<file path="src/rtl/control_sequencer.sv">
// control_sequencer: multicycle opcode-to-microcommand sequencer with memory and mul/div stalls
module control_sequencer #(
    parameter int MUL_LAT     = 4,
    parameter int DIV_LAT     = 16,
    parameter int MEM_TIMEOUT = 255,
    parameter int CNT_W       = 8
) (
    input  logic       clk,
    input  logic       reset,
    input  logic       instr_valid,
    input  logic [5:0] opcode,
    output logic       instr_ready,
    input  logic       mem_ready,
    output logic       ctrl_valid,
    output logic [1:0] branch,
    output logic       jump,
    output logic       link,
    output logic       regDst,
    output logic       aluSrc,
    output logic       memToReg,
    output logic       memRead,
    output logic       memWrite,
    output logic       regWrite,
    output logic       hiloWrite,
    output logic       hiRead,
    output logic       md_start,
    output logic       md_op,
    output logic       mem_err,
    output logic       illegal
);
    typedef enum logic [1:0] {IDLE, EXEC, MEM, MD} state_t;
    state_t state, nstate;
    logic [CNT_W-1:0] cnt, ncnt, md_lat;
    logic is_store, n_is_store, is_div, n_is_div, md_commit;
    logic n_ready, n_cv, n_jump, n_link, n_regdst, n_alusrc, n_memtoreg, n_memread;
    logic n_memwrite, n_regwrite, n_hilowrite, n_hiread, n_mdstart, n_mdop, n_memerr, n_illegal;
    logic [1:0] n_branch;
    logic accept, is_r, is_j, is_jal, is_beq, is_bne, is_imm, is_ld, is_st, is_mul, is_dv, is_mfhi, single;

    assign accept  = instr_valid && instr_ready;
    assign is_r    = opcode == 6'b000000;
    assign is_j    = opcode == 6'b000010;
    assign is_jal  = opcode == 6'b000011;
    assign is_beq  = opcode == 6'b000100;
    assign is_bne  = opcode == 6'b000101;
    assign is_imm  = opcode[5:3] == 3'b001;
    assign is_ld   = opcode[5:3] == 3'b100;
    assign is_st   = opcode[5:3] == 3'b101;
    assign is_mul  = opcode == 6'b011100;
    assign is_dv   = opcode == 6'b011010;
    assign is_mfhi = opcode == 6'b010000;
    assign single  = is_r | is_j | is_jal | is_beq | is_bne | is_imm | is_mfhi;
    assign md_lat  = is_dv ? CNT_W'(DIV_LAT) : CNT_W'(MUL_LAT);

    // Next state plus the command word that will be registered for the next cycle
    always_comb begin
        nstate      = IDLE;
        ncnt        = cnt;
        n_is_store  = is_store;
        n_is_div    = is_div;
        md_commit   = 1'b0;
        n_ready     = 1'b0;
        n_cv        = 1'b0;
        n_branch    = 2'b00;
        n_jump      = 1'b0;
        n_link      = 1'b0;
        n_regdst    = 1'b0;
        n_alusrc    = 1'b0;
        n_memtoreg  = 1'b0;
        n_memread   = 1'b0;
        n_memwrite  = 1'b0;
        n_regwrite  = 1'b0;
        n_hilowrite = 1'b0;
        n_hiread    = 1'b0;
        n_mdstart   = 1'b0;
        n_mdop      = 1'b0;
        n_memerr    = 1'b0;
        n_illegal   = 1'b0;
        if (accept) begin
            if (single) begin
                nstate     = EXEC;
                n_cv       = 1'b1;
                n_ready    = 1'b1;
                n_regdst   = is_r | is_mfhi;
                n_alusrc   = is_imm | is_beq | is_bne;
                n_regwrite = is_r | is_imm | is_jal | is_mfhi;
                n_branch   = {is_bne, is_beq};
                n_jump     = is_j | is_jal;
                n_link     = is_jal;
                n_hiread   = is_mfhi;
            end else if (is_ld || is_st) begin
                nstate     = MEM;
                ncnt       = CNT_W'(MEM_TIMEOUT);
                n_is_store = is_st;
                n_alusrc   = 1'b1;
                n_memread  = is_ld;
                n_memtoreg = is_ld;
            end else if (is_mul || is_dv) begin
                n_is_div  = is_dv;
                ncnt      = md_lat;
                n_mdstart = 1'b1;
                n_mdop    = is_dv;
                md_commit = md_lat == CNT_W'(1);
                nstate    = md_commit ? IDLE : MD;
            end else begin
                n_illegal = 1'b1;
                n_ready   = 1'b1;
            end
        end else if (state == MEM) begin
            n_alusrc   = 1'b1;
            n_memread  = !is_store;
            n_memtoreg = !is_store;
            if (mem_ready) begin
                n_cv       = 1'b1;
                n_regwrite = !is_store;
                n_memwrite = is_store;
            end else if (cnt == CNT_W'(1)) begin
                n_memerr   = 1'b1;
                n_alusrc   = 1'b0;
                n_memread  = 1'b0;
                n_memtoreg = 1'b0;
            end else begin
                nstate = MEM;
                ncnt   = cnt - 1'b1;
            end
        end else if (state == MD) begin
            ncnt      = cnt - 1'b1;
            md_commit = cnt == CNT_W'(2);
            nstate    = md_commit ? IDLE : MD;
        end else begin
            n_ready = 1'b1;
        end
        if (md_commit) begin
            n_cv        = 1'b1;
            n_ready     = 1'b1;
            n_regdst    = !n_is_div;
            n_regwrite  = !n_is_div;
            n_hilowrite = n_is_div;
        end
    end

    // Register state, counter and the full command word; reset clears everything
    always_ff @(posedge clk) begin
        if (reset) begin
            state       <= IDLE;
            cnt         <= '0;
            is_store    <= 1'b0;
            is_div      <= 1'b0;
            instr_ready <= 1'b0;
            ctrl_valid  <= 1'b0;
            branch      <= 2'b00;
            jump        <= 1'b0;
            link        <= 1'b0;
            regDst      <= 1'b0;
            aluSrc      <= 1'b0;
            memToReg    <= 1'b0;
            memRead     <= 1'b0;
            memWrite    <= 1'b0;
            regWrite    <= 1'b0;
            hiloWrite   <= 1'b0;
            hiRead      <= 1'b0;
            md_start    <= 1'b0;
            md_op       <= 1'b0;
            mem_err     <= 1'b0;
            illegal     <= 1'b0;
        end else begin
            state       <= nstate;
            cnt         <= ncnt;
            is_store    <= n_is_store;
            is_div      <= n_is_div;
            instr_ready <= n_ready;
            ctrl_valid  <= n_cv;
            branch      <= n_branch;
            jump        <= n_jump;
            link        <= n_link;
            regDst      <= n_regdst;
            aluSrc      <= n_alusrc;
            memToReg    <= n_memtoreg;
            memRead     <= n_memread;
            memWrite    <= n_memwrite;
            regWrite    <= n_regwrite;
            hiloWrite   <= n_hilowrite;
            hiRead      <= n_hiread;
            md_start    <= n_mdstart;
            md_op       <= n_mdop;
            mem_err     <= n_memerr;
            illegal     <= n_illegal;
        end
    end
endmodule

</file>
<file path="config.mk">
export PLATFORM = sky130hd
export DESIGN_NAME = control_sequencer
export DESIGN_NICKNAME = d
export VERILOG_FILES = /design/src/rtl/control_sequencer.sv
export SDC_FILE = /design/constraint.sdc
export NUM_CORES = 1
export LEC_CHECK = 0
export CAP_MARGIN = 20
export CORE_MARGIN = 10
export CORE_UTILIZATION = 25
export CTS_CLUSTER_DIAMETER = 100
export DETAILED_ROUTE_END_ITERATION = 12
export REMOVE_ABC_BUFFERS = 1
export SLEW_MARGIN = 40
export SYNTH_ARGS = -nofsm -noshare
export SYNTH_HDL_FRONTEND = slang
export SYNTH_SLANG_ARGS = --single-unit
export TNS_END_PERCENT = 10
</file>
<file path="constraint.sdc">
create_clock -name clk -period 1.6 [get_ports clk]
set_input_delay 0.32 -clock clk [delete_from_list [all_inputs] [get_ports clk]]
set_output_delay 0.32 -clock clk [all_outputs]
set_load 0.03 [all_outputs]
</file>
==> qor.yml, run 1 <==
n_antenna_cell: 0
period_share_pct: 105
postRouteAntennaNets: 0
clock_sinks: 29
vias: 1413
worst_path_largest_cell_delay_ps: 420
cp.required_ps: 1760
worstHoldPathType: "input pin to flip-flop"
crit_path_end_kind: "flip-flop"
cts_buffer_depth: 2
top_regs: "cnt: 8 flops, branch: 2 flops, state: 2 flops"
drtIter0Drc: 45
cpMaxStageDelayCell: "a221o_2"
insertion_delay_ps: 280
syn-cell-area_um2: 1390
r2r-start: "cnt[1]"
antenna_found_initial: 0
largest_reg_flops: 8
clk_pin_slew_ps: 70
drv_slew: 0
synth-edff-count: 0
ctsHoldBuffers: 0
detail_route.wl_per_cell_um: 13.3
crit_path_cell_trace: "inv_2, ha_4, a31o_4, a221o_2, buf_6, buf_4, nand2_1, a21oi_1"
peakVddDrop_v: 0.000317
drtPass1Iterations: 4
syn_to_final_growth_pct: 65.2
async_flop_share_pct: 0
yosysTopAreaCellShare_pct: 41.8
grt_pass1_vias: 1449
leakagePower_nw: 1.13
cts_buffers: 5
rsz0062_at_grt: "yes"
synth_top_cell_by_area: "dfxtp_1"
status: "finished, violations left"
tns_ps: -395
hpwl_mm: 2.99
ys_ff_latch: 29
crit_fanout: 7
drc: 0
io_pins: 28
crit_arrival_ps: 1850
fp-row-count: 27
power_mw: 1.82
grt_max_degree: 22
yosysUniqueCellTypes: 45
hold_violations: 0
fmax_ghz: 0.594
htreeDepth: 2
fillCellCount: 560
grt.overflow.total: 0
postSynthCellCount: 159
hp-start: "opcode[2]"
fin_skew_ps: 7.37
utilization_pct: 42.1
wirelength_mm: 4.05
setup_viol: 8
instances_no_fill: 305
layout_setup_ws_ps: -83.5
power_density_nw_per_um2: 796
die-area_um2: 8930
grtUsageTotal_pct: 9.06
avgViaCountPerCell: 4.63
coreArea_um2: 5440
die_w_um: 94.5
synthFlopType: "dfxtp_1"
criticalPathCategory: "flip-flop to flip-flop"
yosysSeqAreaShare_pct: 41.8
grt_pass1_wl_mm: 6.44
drive_gt1_share_pct: 39.1
maxSlewHeadroom_pct: 69.0
regMostFlops: "cnt"
dieHeight_um: 94.5
synth_commonest_cells: "dfxtp_1 (29), nor2_1 (16), nand2_1 (13)"
synth.most_common_cell: "dfxtp_1"
port-buffer-count: 27
cts_root_buf: "clkbuf_8"
drv_cap: 0
avgSynthCellArea_um2: 8.73
dp.cells: 295
start_kind: "flip-flop"
synth_area_leaders: "dfxtp_1 (42%), a21oi_1 (4.3%), nor2_1 (4.3%)"
violations: "setup timing"
final_nets: 245
critPathLaunch: "cnt[1]"
start_util_pct: 25.5
period_needed_ps: 1680
gp_routability_congestion: 0.899
hold_ws_ps: 477
tightest_slew_ps: 461
cts_tree: "built"
yosysWarnings: 0
## critical path: cells and delay by family (launching register included)
| family | cells | cell delay (ps) |
|---|---|---|
| flip-flops | 1 | 330 |
| AO/OA/AOI/OAI | 3 | 690 |
| adder cells (fa/ha/maj) | 1 | 150 |
| buffers and inverters | 3 | 340 |
| AND/OR/NAND/NOR | 1 | 50 |
## routing by layer
layer | routed length (um) | GRT usage, % | up-vias
met2 | 1980 | 15.3 | 31
met1 | 1770 | 10.1 | 659
met5 | 0 | 0 | -
met3 | 235 | 3.09 | 8
li1 | - | - | 715
met4 | 61 | 4.11 | 0
## cells in the final DEF, fill, tap and decap left out, types with 2 or more instances in the layout
master,count
dfxtp_2,3
and2b_1,2
nand2b_1,3
a221o_2,2
dlygate4sd2_1,11
clkdlybuf4s50_1,5
o21ai_2,2
a221oi_2,2
nand2_1,13
and3_1,4
nor3b_1,2
a31oi_1,2
a21oi_2,4
nor2_1,14
xnor2_1,5
a211oi_2,2
clkbuf_8,5
ha_1,2
o21ai_0,4
nor2_2,2
nor4_1,2
dlymetal6s2s_1,11
clkinv_2,2
a22oi_1,2
inv_1,4
a21oi_1,8
nand3_1,4
buf_4,46
and2b_2,2
a211o_2,2
nand4_1,2
dfxtp_1,26
nor3b_2,2
nor3_1,5
## report_power, final
group	switching, mW	internal [mW]
sequential	0.0212	0.751
clock	0.280	0.299
combinational	0.234	0.239
## per-stage QoR
step / area [um^2] / worst slack [ps]
2_1_floorplan: 1340 / -332
3_3_place_gp: 2040 / -666
3_5_place_dp: 2040 / -669
4_1_cts: 2180 / -73.4
5_1_grt: 2290 / -127
6_report: 2290 / -83.5
## cells by family after synthesis
| family | share of synthesized area [%] |
|---|---|
| simple gates | 27.6 |
| compound gates | 18.7 |
| flops | 41.8 |
| buf+inv | 4.69 |
| xor+xnor | 3.79 |
| fa+ha+maj | 2.71 |
| mux | 0.721 |
## worst paths after layout
| path | end | slack (ps) | cells after the start |
|---|---|---|---|
| hold reg to reg | is_store | 490 | 2 |
| setup reg to reg | cnt[2] | -80 | 8 |
| setup / recovery | cnt[2] | -80 | 8 |
| hold / removal | branch[0] | 480 | 2 |
## repair_timing
item                                    CTS  global route
endpoints found under the hold margin     0             0
endpoints found under the setup margin   26            30
buffers inserted                          2             0
resized for setup                        29            28
pin swaps                                 6             7
## layout make-up
class | count | area [um^2] | share of cell area, %
repair buffers | 74 | 641 | 27.9
flip-flops and latches | 29 | 584 | 25.5
inverters | 5 | 18.8 | 0.819
clock inverters | 3 | 17.5 | 0.764
clock buffers | 5 | 68.8 | 3.00
well taps | 72 | 90.1 | 3.93
multi-input cells | 117 | 872 | 38.0
(Power assumes the default switching activity.)
==> run 2: changes to the inputs <==
RECOVER_POWER = 100   (was not set)
==> run 2 against run 1 <==
The flow still finishes with violations (setup timing). Count of clock-buffer cells in the layout unchanged. Hold slack improved by 7.1 ps. Non-clock buffer count unchanged. Power decreased by 0.19%. Wire length increased by 0.59%. Combinational power about the same. Critical endpoint unchanged. Largest cell class unchanged. Clock skew about the same. Critical path depth unchanged. Flip-flop and latch count unchanged. Via count about the same.
==> qor.yml, run 2 (synthesis gave the netlist of run 1 again) <==
drive_gt1_share_pct: 38.6  # -0.43 points
regMostFlops: "cnt"
period_share_pct: 105  # about the same
status: "finished, violations left"
dpl_cell_area_um2: 2040  # unchanged
gp_routability_congestion: 0.899  # unchanged
peakVddDrop_v: 0.000317  # about the same
maxSlewHeadroom_pct: 69.3  # +0.30 points
drv_cap: 0  # unchanged
dieHeight_um: 94.5  # unchanged
start_kind: "flip-flop"
worstHoldPathType: "input pin to flip-flop"
fp-row-count: 27  # unchanged
rsz0062_at_grt: "yes"
die-area_um2: 8930  # unchanged
start_util_pct: 25.5  # unchanged
violations: "setup timing"
hold_violations: 0  # unchanged
syn_to_final_growth_pct: 58.0
crit_fanout: 7  # unchanged
largest_reg_flops: 8  # unchanged
gr-usage-met1_pct: 10.1  # unchanged
power_density_nw_per_um2: 830  # +4.4%
crit_path_end_kind: "flip-flop"
antenna_found_initial: 0  # unchanged
cts_tree: "built"
leakagePower_nw: 0.898  # -21%
cts_buffers: 5  # unchanged
layout_common_cells: "buf_4 (43), dfxtp_1 (26), nor2_1 (14), nand2_1 (13), clkbuf_1 (12)"
drv_slew: 0  # unchanged
fin_skew_ps: 7.33  # -0.0382 ps
layout_setup_ws_ps: -83.9  # -0.376 ps
cts_buffer_depth: 2  # unchanged
tightest_slew_ps: 456  # -4.48 ps
drc: 0  # unchanged
n_antenna_cell: 0  # unchanged
avgViaCountPerCell: 4.63  # about the same
grt.overflow.total: 0  # unchanged
cp.required_ps: 1760  # about the same
grt_max_degree: 22  # unchanged
placement.setup.worst_slack_ps: -669  # unchanged
drtPass1Iterations: 4  # unchanged
met3_usage_pct: 3.09  # unchanged
fin_area_um2: 2190  # -4.4%
detail_route.wl_per_cell_um: 13.4  # +0.59%
clock_sinks: 29  # unchanged
top_regs: "cnt: 8 flops, branch: 2 flops, state: 2 flops"
grt_use_met2_pct: 15.3  # unchanged
htreeDepth: 2  # unchanged
fillCellCount: 580  # +3.6%
coreArea_um2: 5440  # unchanged
clk_pin_slew_ps: 70  # about the same
drtIter0Drc: 38  # -16%
insertion_delay_ps: 280  # about the same
hpwl_mm: 2.99  # unchanged
vias: 1412  # -0.071%
period_needed_ps: 1680  # +0.376 ps
fmax_ghz: 0.594  # about the same
io_pins: 28  # unchanged
crit_arrival_ps: 1850  # about the same
die_w_um: 94.5  # unchanged
postRouteAntennaNets: 0  # unchanged
final_nets: 245  # unchanged
setup_viol: 8  # unchanged
cts_root_buf: "clkbuf_8"
wirelength_mm: 4.07  # +0.59%
grtUsageTotal_pct: 9.06  # unchanged
busiest_layer: "met2"
final_common_cell: "buf_4"
port-buffer-count: 27  # unchanged
criticalPathCategory: "flip-flop to flip-flop"
grt_pass1_wl_mm: 6.44  # unchanged
grt_pass1_vias: 1449  # unchanged
-- run 2: changes by cell type in the layout (fill, tap and decap cells not counted), sizes merged --
cell          change
clkbuf           +14
dlymetal6s2s     -11
buf               -3
-- run 2: worst max-delay path, cell delays in order, from the launching register on --
cell and delay (ps):
dfxtp_2 330, inv_2 50, ha_4 150, a31o_4 220, a221o_2 420, buf_6 170, buf_4 120, nand2_1 50
a21oi_1 50
-- run 2: repair_timing --
item | in CTS | in global routing
hold endpoints to repair | 0 | 0
endpoints found under the setup margin | 26 | 30
pin swaps | 6 | 7
hold buffers | 0 | 0
setup buffers | 2 | 0
gates resized for setup | 29 | 28
-- run 2: metal layers --
metal / share of wire [%] / wire, um / vias to the layer above
li1: - / - / 715
met1: 44 / 1810 / 662
met2: 49 / 1980 / 27
met3: 5.4 / 220 / 8
met4: 1.5 / 61 / 0
met5: 0 / 0 / -
-- run 2: layout make-up --
type	instances	area (um^2)	area share, %
flip-flops and latches	29	584	26.7
well taps	72	90.1	4.11
clock buffers	5	68.8	3.14
multi-input cells	117	872	39.8
repair buffers	74	541	24.7
inverters	5	18.8	0.856
clock inverters	3	17.5	0.799
-- run 2: where the power goes --
part,internal [mW],switching (mW)
Sequential,0.751,0.0213
Clock,0.299,0.279
Combinational,0.236,0.234
Total,1.29,0.534
-- run 2: metrics by stage --
step                util (%)  hold WS (ps)  setup TNS, ps  power [mW]  cells
CTS                     40.1           474           -440        1.81    305
detailed placement      37.5           474         -12490        1.20    295
floorplan                  -           389          -1910       0.996    151
global route            40.3           508           -979        1.93    305
finish                  40.3           484           -397        1.82    305
global placement        37.5           474         -12050        1.19    295
-- run 2: worst paths after layout --
check	slack, ps	startpoint	depth (start not counted)	to
max	-80	cnt[1]	8	cnt[2]
min	480	opcode[2]	2	branch[0]
max reg2reg	-80	cnt[1]	8	cnt[2]
min reg2reg	490	is_store	2	is_store
